**config.mk**
```make
export PLATFORM = sky130hd
export DESIGN_NAME = multi_ovf_monitor
export DESIGN_NICKNAME = d
export VERILOG_FILES = /design/src/rtl/ovf_pkg.sv /design/src/rtl/ovf_chan.sv /design/src/rtl/multi_ovf_monitor.sv
export SDC_FILE = /design/constraint.sdc
export NUM_CORES = 1
export LEC_CHECK = 0
export CORE_ASPECT_RATIO = 1.1
export CORE_MARGIN = 1
export CORE_UTILIZATION = 55
export CTS_BUF_LIST = sky130_fd_sc_hd__clkbuf_4 sky130_fd_sc_hd__clkbuf_8
export DETAILED_ROUTE_END_ITERATION = 16
export GPL_ROUTABILITY_DRIVEN = 0
export MAX_ROUTING_LAYER = met4
export PLACE_DENSITY_LB_ADDON = 0.2
export SLEW_MARGIN = 10
export SYNTH_ARGS = -nofsm -noshare
export SYNTH_HDL_FRONTEND = slang
export SYNTH_SLANG_ARGS = --single-unit
```
**constraint.sdc**
```tcl
create_clock -name clk -period 14.35 [get_ports clk]
set_input_delay 2.1525 -clock clk [delete_from_list [all_inputs] [get_ports clk]]
set_output_delay 2.1525 -clock clk [all_outputs]
set_load 0.02 [all_outputs]
```
**src/rtl/ovf_pkg.sv**
```systemverilog
// Shared full-scale code and counter saturation helpers for the overflow monitor.
// Latency: n/a (constants and pure functions evaluated at elaboration).
// Backpressure: n/a.
package ovf_pkg;

    // Widest sample or counter the helpers support.
    localparam int MAX_W = 64;

    typedef logic [MAX_W-1:0] wide_t;

    // Most-positive two's-complement code of a w-bit sample: 0 followed by ones.
    function automatic wide_t fs_pos(input int w);
        return {MAX_W{1'b1}} >> (MAX_W - w + 1);
    endfunction

    // Most-negative two's-complement code of a w-bit sample: 1 followed by zeros.
    function automatic wide_t fs_neg(input int w);
        return wide_t'(1) << (w - 1);
    endfunction

    // Largest value a w-bit unsigned counter can hold.
    function automatic wide_t sat_max(input int w);
        return {MAX_W{1'b1}} >> (MAX_W - w);
    endfunction

endpackage

```
**src/rtl/ovf_chan.sv**
```systemverilog
// One channel: full-scale detection, sticky clip flag, saturating window count.
// Latency: clip and clip_cnt update on the edge that samples the valid input.
// Backpressure: none; a sample is consumed whenever valid is high.
//
// Ports: clk/rst_n (already synchronised), sample/valid from the shared input,
// clear and win_end from the top-level window logic, clip (sticky flag),
// clip_nxt (next-state of clip, for the registered OR in the top) and
// clip_cnt (count of the last completed window).
module ovf_chan
    import ovf_pkg::*;
#(
    parameter int DIN_WIDTH = 8,
    parameter int CNT_WIDTH = 16
) (
    input  logic                 clk,
    input  logic                 rst_n,
    input  logic [DIN_WIDTH-1:0] sample,
    input  logic                 valid,
    input  logic                 clear,
    input  logic                 win_end,
    output logic                 clip,
    output logic                 clip_nxt,
    output logic [CNT_WIDTH-1:0] clip_cnt
);

    localparam wide_t                POS_W   = fs_pos(DIN_WIDTH);
    localparam wide_t                NEG_W   = fs_neg(DIN_WIDTH);
    localparam wide_t                SAT_W   = sat_max(CNT_WIDTH);
    localparam logic [DIN_WIDTH-1:0] FS_POS  = POS_W[DIN_WIDTH-1:0];
    localparam logic [DIN_WIDTH-1:0] FS_NEG  = NEG_W[DIN_WIDTH-1:0];
    localparam logic [CNT_WIDTH-1:0] CNT_SAT = SAT_W[CNT_WIDTH-1:0];
    localparam logic [CNT_WIDTH-1:0] CNT_ONE = CNT_WIDTH'(1);

    logic                 clip_q,     clip_d;
    logic [CNT_WIDTH-1:0] run_q,      run_d;
    logic [CNT_WIDTH-1:0] clip_cnt_q, clip_cnt_d;
    logic                 hit;
    logic [CNT_WIDTH-1:0] run_inc;

    always_comb begin
        hit = valid && ((sample == FS_POS) || (sample == FS_NEG));

        // Running count including the current sample, pinned at full scale.
        run_inc = run_q;
        if (hit && (run_q != CNT_SAT)) begin
            run_inc = run_q + CNT_ONE;
        end

        clip_d     = clip_q | hit;
        run_d      = run_q;
        clip_cnt_d = clip_cnt_q;

        // Clear overrides both the new hit and any window end in this cycle.
        if (clear) begin
            clip_d = 1'b0;
            run_d  = '0;
        end else if (win_end) begin
            clip_cnt_d = run_inc;
            run_d      = '0;
        end else begin
            run_d = run_inc;
        end
    end

    always_ff @(posedge clk or negedge rst_n) begin
        if (!rst_n) begin
            clip_q     <= 1'b0;
            run_q      <= '0;
            clip_cnt_q <= '0;
        end else begin
            clip_q     <= clip_d;
            run_q      <= run_d;
            clip_cnt_q <= clip_cnt_d;
        end
    end

    assign clip     = clip_q;
    assign clip_nxt = clip_d;
    assign clip_cnt = clip_cnt_q;

endmodule

```
**src/rtl/multi_ovf_monitor.sv**
```systemverilog
// Multi-channel full-scale (clip) monitor with sticky flags and windowed counts.
// Latency: 1 cycle from a valid sample to clip/clip_any/clip_cnt/cnt_valid.
// Backpressure: none; every din_valid cycle is consumed.
//
// Ports: clk, rst (async assert, active-low, released synchronously),
// din/din_valid (N_CHANNELS packed samples), clear (sync clear), win_len
// (samples per window, 0 acts as 1), clip/clip_any (sticky flags),
// clip_cnt/cnt_valid (per-window counts and their update strobe).
module multi_ovf_monitor
    import ovf_pkg::*;
#(
    parameter int DIN_WIDTH  = 8,
    parameter int N_CHANNELS = 4,
    parameter int CNT_WIDTH  = 16,
    parameter int WIN_WIDTH  = 24
) (
    input  logic                            clk,
    input  logic                            rst,
    input  logic [N_CHANNELS*DIN_WIDTH-1:0] din,
    input  logic                            din_valid,
    input  logic                            clear,
    input  logic [WIN_WIDTH-1:0]            win_len,
    output logic [N_CHANNELS-1:0]           clip,
    output logic                            clip_any,
    output logic [N_CHANNELS*CNT_WIDTH-1:0] clip_cnt,
    output logic                            cnt_valid
);

    localparam logic [WIN_WIDTH-1:0] WIN_ONE = WIN_WIDTH'(1);

    // Reset asserts asynchronously and releases two edges later.
    logic [1:0] rst_sync_q;
    logic       rst_n_int;

    always_ff @(posedge clk or negedge rst) begin
        if (!rst) begin
            rst_sync_q <= 2'b00;
        end else begin
            rst_sync_q <= {rst_sync_q[0], 1'b1};
        end
    end

    assign rst_n_int = rst_sync_q[1];

    logic [WIN_WIDTH-1:0]  win_cnt_q,   win_cnt_d;
    logic [WIN_WIDTH-1:0]  win_len_q,   win_len_d;
    logic                  cnt_valid_q, cnt_valid_d;
    logic                  clip_any_q,  clip_any_d;
    logic [WIN_WIDTH-1:0]  win_len_in;
    logic [WIN_WIDTH-1:0]  win_len_cur;
    logic                  win_end;
    logic [N_CHANNELS-1:0] clip_nxt;

    always_comb begin
        win_len_in = (win_len == '0) ? WIN_ONE : win_len;

        // The first sample of a window uses the live input, since that is
        // the sample at which the length is captured.
        win_len_cur = (win_cnt_q == '0) ? win_len_in : win_len_q;
        win_end     = din_valid && !clear && (win_cnt_q == (win_len_cur - WIN_ONE));

        win_cnt_d = win_cnt_q;
        win_len_d = win_len_q;
        if (clear) begin
            win_cnt_d = '0;
        end else if (din_valid) begin
            if (win_cnt_q == '0) begin
                win_len_d = win_len_in;
            end
            win_cnt_d = win_end ? '0 : (win_cnt_q + WIN_ONE);
        end

        cnt_valid_d = win_end;
        clip_any_d  = |clip_nxt;
    end

    always_ff @(posedge clk or negedge rst_n_int) begin
        if (!rst_n_int) begin
            win_cnt_q   <= '0;
            win_len_q   <= WIN_ONE;
            cnt_valid_q <= 1'b0;
            clip_any_q  <= 1'b0;
        end else begin
            win_cnt_q   <= win_cnt_d;
            win_len_q   <= win_len_d;
            cnt_valid_q <= cnt_valid_d;
            clip_any_q  <= clip_any_d;
        end
    end

    for (genvar k = 0; k < N_CHANNELS; k++) begin : g_chan
        ovf_chan #(
            .DIN_WIDTH (DIN_WIDTH),
            .CNT_WIDTH (CNT_WIDTH)
        ) u_chan (
            .clk      (clk),
            .rst_n    (rst_n_int),
            .sample   (din[k*DIN_WIDTH +: DIN_WIDTH]),
            .valid    (din_valid),
            .clear    (clear),
            .win_end  (win_end),
            .clip     (clip[k]),
            .clip_nxt (clip_nxt[k]),
            .clip_cnt (clip_cnt[k*CNT_WIDTH +: CNT_WIDTH])
        );
    end

    assign clip_any  = clip_any_q;
    assign cnt_valid = cnt_valid_q;

endmodule

```
==> results.md, run 1 <==
- Vias per cell: 5.994
- Final Util: 0.6590
- Slew @ Worst Pin: 1.126 ns
- Final critical-path required period: 7.123 ns
- Final hold violations: 0
- Switching Fraction: 0.3079
- Compound-Gate Fraction of Synth Area: 0.1433
- Hold_ws: 0.3668 ns
- Hold buffers post-CTS: 0
- Post-CTS sizing: 0
- Simple-Gate Fraction of Synth Area: 0.2006
- Min-Delay Path Class: flop to flop
- Largest family of logic cells by synthesized area: simple AND/OR/NAND/NOR gates
- Combinational share of power: 0.141
- Synth cell types: 68
- Latest clock arrival within the worst-skew pair: slightly below 0.5 ns
- Antenna-violating nets left: 0
- Antenna diodes: 0
- H-tree Lvls: 4
- Int Pwr: 0.7372 mW
- Status: complete, no violations
- Sequential element share of the synthesized area: 0.4596
- Die Width: roughly 130 um
- DIE AREA: 18,770 um^2
- NetSw: 0.3280 mW
- Post-synthesis adder-cell area fraction: 0.008739
- Setup violators final: 0
- Synth async-reset ratio: 1.000
- Detailed Routing Iterations Pass 1: 6
- VDD IR max: approximately 0.065 mV
- Area grow syn2layout: 16.65%
- Worst setup margin: 7.227 ns
- CTS tree: yes
- Syn_area_per_cell: between 9 and 10 um^2
- IO buf count: 129
- Post-Synth XOR/XNOR Area: 0.09700
- Routed via count: between 8,000 and 9,000
- Area of the core: 17,740 um^2
- Hpwl dp: between 15,000 and 20,000 um
- Rel. slew slack: 0.2494
- Final worst-path cycle share: 0.4964
- Cell with the most instances after synthesis: dfrtp_1
- Yosys reg bits: 184
- Kind of cell adding the most delay to the critical path: simple AND/OR/NAND/NOR gates
- Seq. cell area: 4609 um^2
- Crit path max fanout: 59
- Worst Clk Skew: 0.02083 ns
- Net Count, Synth: ~1,100
- Final-layout fill cell count: roughly 1,500
- Placed Instances: 1,367
- Max Clock Freq: 0.1404 GHz
- RSZ-0062 raised after global routing: false
- Wire per inst: 17.66 um
- Chip height: 143.6 um
- Initial antenna violation count: 0
- Largest net degree at the start of global routing: 133
- Post-synth top area share: 0.4569
- Post-CTS Setup Inserts: 0
- Initial Util: 0.5650
- Root Buffer: clkbuf_8
- Max_cap viols: 0
- Share of cells above drive strength 1: 0.06288
- Setup CP Type: input pin to flop
- Worst path max stage delay: between 0.7 and 0.8 ns
- Post-synth top flop: dfrtp_1
- Layout Nets: ~1,200
- Vias in the first global route: 8,025
- Slowest cell on crit path: a2111oi_0
- Multi-input gate area: slightly below 5000 um^2
- Pwr per Cell Area: 91.12 nW/um^2
- Cells after Synth: 1,056
- Sequential power share: 0.532
- CTS Buf Count: 17
- Pleak: 4.596 nW
- Worst Path Buf+Inv: 2
- # IOs: 130
- WP data arrival: 7.47 ns
- Clk pwr share: 0.327
- Routed WL: ~25,000 um
- Top cell type by total area after synthesis: dfrtp_1
- Synth warnings: 0
- Clock slew at reported path FFs: 0.10 ns
- Synth top area cells: dfrtp_1, xnor2_1, nor2_1
- Post-synth EDFFs: 0
- Row count: 51
- Worst Path Required: between 10 and 15 ns
- Mux share of post-synthesis cell area: 0.04082
- First-pass GRT wire length: 40,140 um
- Crit-path cells: clkdlybuf4s50_1 > nor4_1 > and2_1 > nand3_1 > o2bb2ai_1 > ha_1 > nor3b_1 > nand4_1 > nor3_1 > xor2_1 > mux2i_1 > xnor2_1 > a2111oi_0 > nand4_4 > o21bai_4 > buf_4 > nor2_1
- Element type at the critical path start: input pin
- Clock sink total: 184
- Setup WS pre-CTS: a little under 7 ns
- Synthesized area: 10,020 um^2
- Clock tree buffer depth: 2
- Top cells by count, synth: dfrtp_1, nor2_1, o21ai_0
- Global route overflow: 0
- Count of routing violations after the opening detailed-route iteration: around 770
- Post-route DRC violation count: 0
- Layout Cells excl Fill: roughly 1,400
- GR Util All Layers: 0.2845
- Crit end category: flop
- Fin Setup TNS: 0 ns
- Max-slew violation count: 0
## path summary, 6_finish.rpt
kind / startpoint / endpoint / slack [ns] / cells after the start
setup / recovery: win_len[8] / g_chan[0].u_chan.run_q[10]$_DFF_PN0_ / 7.23 / 17
hold / removal: rst_sync_q[0]$_DFF_PN0_ / rst_sync_q[1]$_DFF_PN0_ / 0.37 / 0
setup reg to reg: win_cnt_q[0]$_DFFE_PN0P_ / g_chan[0].u_chan.run_q[10]$_DFF_PN0_ / 7.60 / 18
hold reg to reg: rst_sync_q[0]$_DFF_PN0_ / rst_sync_q[1]$_DFF_PN0_ / 0.37 / 0
max in group asynchronous: rst / rst_sync_q[1]$_DFF_PN0_ / 12.38 / 1
min in group asynchronous: rst_sync_q[1]$_DFF_PN0_ / g_chan[0].u_chan.clip_cnt[4]$_DFFE_PN0P_ / 0.40 / 0
## worst register-to-register path, stage by stage, from the launching register on
cell,delay (ns)
dfrtp_1,0.42
inv_1,0.17
ha_1,0.17
nor4b_1,0.35
and4_1,0.54
nand2_2,0.56
mux2i_1,0.44
ha_1,0.35
nor3b_1,0.36
nand4_1,0.24
nor3_1,0.26
xor2_1,0.16
mux2i_1,0.12
xnor2_1,0.17
a2111oi_0,0.79
nand4_4,0.18
o21bai_4,0.54
buf_4,0.63
nor2_1,0.18
## power by group through the flow
| stage | sequential, mW | clock, mW | combinational [mW] |
|---|---|---|---|
| 2_1_floorplan | 0.567 | 0 | 0.104 |
| 3_3_place_gp | 0.575 | 0 | 0.145 |
| 3_5_place_dp | 0.575 | 0 | 0.147 |
| 4_1_cts | 0.565 | 0.354 | 0.147 |
| 5_1_grt | 0.569 | 0.374 | 0.163 |
| 6_report | 0.567 | 0.348 | 0.150 |
## metrics by stage
step / cell area, um^2 / total power [mW]
floorplan: 10020 / 0.6709
global placement: 11300 / 0.7199
detailed placement: 11300 / 0.7219
CTS: 11690 / 1.067
global route: 11690 / 1.106
finish: 11690 / 1.065
## cells by family after synthesis
group,after synthesis
buf+inv,91
flops,184
other cells,1
mux,38
simple gates,403
fa+ha+maj,7
xor+xnor,111
compound gates,221
## layer usage
metal | global-route usage | wire, um | vias up
met1 | 0.3731 | 10950 | 4014
met3 | 0.05957 | 1461 | 73
met5 | - | 0 | -
met2 | 0.4364 | 11610 | 312
met4 | 0.1016 | 682 | 0
li1 | - | - | 3986
## placed cells by master (no fill, tap or decap), types with 37 or more instances in the layout
master / Yosys / final
nor2_1: 135 / 135
xnor2_1: 71 / 71
xor2_1: 40 / 40
o21ai_0: 90 / 90
nand2_1: 51 / 51
clkdlybuf4s50_1: 0 / 129
o31ai_1: 65 / 65
nor3_1: 37 / 37
dfrtp_1: 183 / 182
nand3_1: 56 / 56
## area by class of cell
class / instances / share of cell area
well taps: 238 / 0.02547
flip-flops and latches: 184 / 0.3943
multi-input cells: 781 / 0.4222
clock buffers: 18 / 0.02119
clock inverters: 14 / 0.01263
repair buffers: 137 / 0.1156
inverters: 27 / 0.008669
## flip-flops by register name, indices dropped and copies added, names as in the netlist
register	cells
g_chan.u_chan.run_q	64
g_chan.u_chan.clip_cnt	64
cnt_valid	1
win_cnt_q	24
rst_sync_q	2
win_len_q	24
g_chan.u_chan.clip	4
clip_any	1
Power figures use the tool's default switching activity.
==> run 2: changes to the inputs <==
--- a/config.mk
+++ b/config.mk
@@ -7,7 +7,7 @@
 export LEC_CHECK = 0
 export CORE_ASPECT_RATIO = 1.1
 export CORE_MARGIN = 1
-export CORE_UTILIZATION = 55
+export CORE_UTILIZATION = 52
 export CTS_BUF_LIST = sky130_fd_sc_hd__clkbuf_4 sky130_fd_sc_hd__clkbuf_8
 export DETAILED_ROUTE_END_ITERATION = 16
 export GPL_ROUTABILITY_DRIVEN = 0
==> constraint.sdc (replaced) <==
create_clock -name clk -period 6.2 [get_ports clk]
set_input_delay 0.93 -clock clk [delete_from_list [all_inputs] [get_ports clk]]
set_output_delay 0.93 -clock clk [all_outputs]
set_load 0.02 [all_outputs]
==> results.md, run 2 (synthesized netlist as in run 1, its figures left out) <==
- Status: complete, no violations
- Post-CTS sizing: 0
- Pwr per Cell Area: 209.3 nW/um^2
- Largest net degree at the start of global routing: 112
- Vias per cell: 5.922
- Placed Instances: 1,381
- Worst Clk Skew: approximately 0.019 ns
- Setup WS pre-CTS: 0.3178 ns
- Reg2Reg Depth: 20
- Layout Cells excl Fill: approximately 1,400
- Antenna diodes: 0
- Final-layout fill cell count: 1,564
- Clock slew at reported path FFs: 0.11 ns
- Rel. slew slack: 0.2922
- Area of the core: around 19,000 um^2
- Pleak: 4.671 nW
- Min-Delay Path Class: flop to flop
- Die Width: 134.4 um
- Layout Nets: 1,224
- Share of cells above drive strength 1: 0.07009
- Commonest non-fill, non-tap cell in the layout: dfrtp_1
- Reg2reg setup slack: between 0.7 and 0.8 ns
- R2r endpoint: g_chan[1].u_chan.clip_cnt[15]$_DFFE_PN0P_
- Chip height: 147.6 um
- Fin Setup TNS: 0 ns
- Clock sink total: 184
- Slew @ Worst Pin: 1.052 ns
- Global route overflow: 0
- Wire per inst: 17.08 um
- VDD IR max: 0.1300 mV
- DIE AREA: 19,830 um^2
- Worst setup margin: 0.7088 ns
- Max Clock Freq: 0.1821 GHz
- Area grow syn2layout: 17.98%
- Row count: 52
- Crit end category: flop
- CTS tree: yes
- Hold Path Depth: 0
- Hold_ws: 0.3715 ns
- H-tree Lvls: 4
- Element type at the critical path start: flop
- Antenna-violating nets left: 0
- Reg-to-reg startpoint: win_cnt_q[0]$_DFFE_PN0P_
- Root Buffer: clkbuf_8
- RSZ-0062 raised after global routing: false
- Final hold violations: 0
- WP data arrival: approximately 5.8 ns
- Commonest cells after routing, fill and taps aside: dfrtp_1, nor2_1, clkdlybuf4s50_1
- # IOs: 130
- Detailed Routing Iterations Pass 1: 5
- Vias in the first global route: 8,187
- Hold Crit Endpoint: rst_sync_q[1]$_DFF_PN0_
- GR Util All Layers: 0.2656
- Latest clock arrival within the worst-skew pair: 0.49 ns
- Clock tree buffer depth: 2
- First-pass GRT wire length: 40,610 um
- CTS Buf Count: 17
- Post-route DRC violation count: 0
- Setup CP Type: flop to flop
- Crit path max fanout: a little under 60
- Setup violators final: 0
- Max_cap viols: 0
- Initial Util: 0.5386
- Count of routing violations after the opening detailed-route iteration: between 700 and 800
- Hold buffers post-CTS: 0
- Post-CTS Setup Inserts: 0
- Hpwl dp: 16,880 um
- Max-slew violation count: 0
- IO buf count: 129
- Routed WL: 24,140 um
- Initial antenna violation count: 0
- Hold wc startpoint: rst_sync_q[0]$_DFF_PN0_
- Worst Path Required: between 6 and 7 ns
- Final worst-path cycle share: 0.8857
- Final critical-path required period: 5.491 ns
- Routed via count: 8,368
-- run 2: cell types whose count changed in the layout (fill, tap and decap cells not counted) --
cell,previous run,this run
buf_12,0,4
buf_4,8,13
clkinv_8,2,3
clkinv_4,1,0
clkinvlp_4,2,1
inv_8,2,4
clkbuf_8,18,17
-- run 2: how the worst max path moves through the flow --
stage | start | to | slack, ns | cells past startpoint
floorplan | rst_sync_q[1]$_DFF_PN0_ | clip_any$_DFF_PN0_ | 0.69 | 0
global placement | win_len[8] | g_chan[2].u_chan.run_q[5]$_DFF_PN0_ | 0.37 | 18
detailed placement | win_len[10] | g_chan[2].u_chan.clip_cnt[8]$_DFFE_PN0P_ | 0.32 | 18
CTS | win_cnt_q[0]$_DFFE_PN0P_ | g_chan[1].u_chan.clip_cnt[15]$_DFFE_PN0P_ | 0.71 | 20
global route | win_cnt_q[0]$_DFFE_PN0P_ | g_chan[0].u_chan.clip_cnt[13]$_DFFE_PN0P_ | 0.22 | 20
finish | win_cnt_q[0]$_DFFE_PN0P_ | g_chan[1].u_chan.clip_cnt[15]$_DFFE_PN0P_ | 0.71 | 20
-- run 2: metrics by stage --
| stage | util | total power, mW | cell area (um^2) |
|---|---|---|---|
| 3_5_place_dp | 0.6137 | 1.676 | 11420 |
| 3_3_place_gp | 0.6137 | 1.671 | 11420 |
| 4_1_cts | 0.6354 | 2.491 | 11820 |
| 5_1_grt | 0.6354 | 2.585 | 11820 |
| 6_report | 0.6354 | 2.475 | 11820 |
| 2_1_floorplan | - | 1.553 | 10020 |
-- run 2: area by class of cell --
cell class	instances	area, um^2	share of cell area
Multi-Input combinational cell	781	4936	0.4175
Sequential cell	184	4609	0.3898
Timing Repair Buffer	146	1469	0.1242
Tap cell	243	304.0	0.02571
Clock buffer	17	234.0	0.01979
Clock inverter	15	170.2	0.01439
Inverter	27	101.3	0.008571
-- run 2: worst max-delay path, cell delays in order (launching register included) --
cell and delay [ns]:
dfrtp_1 0.43, inv_1 0.17, ha_1 0.17, nor4b_1 0.40, and4_1 0.26, buf_4 0.17, nand2_2 0.07, mux2i_1 0.21
ha_1 0.33, nor3b_1 0.36, nand4_1 0.29, nor3_1 0.28, xor2_1 0.16, mux2i_1 0.12, xnor2_1 0.18, a2111oi_0 0.52
buf_4 0.23, nand4_4 0.32, buf_12 0.34, o21ai_0 0.20, o31ai_1 0.11
-- run 2: report_power, final --
part           switching [mW]  internal, mW  total (mW)
logic                   0.187         0.163       0.349
registers              0.0727          1.24        1.31
clock network           0.505         0.310       0.815
-- run 2: layer usage --
metal  up-vias  track usage  wire [um]
li1       4001            -          -
met4         0      0.08876        490
met1      4043       0.3462      10680
met3        40      0.05075       1403
met2       284       0.4166      11560
met5         -            -          0
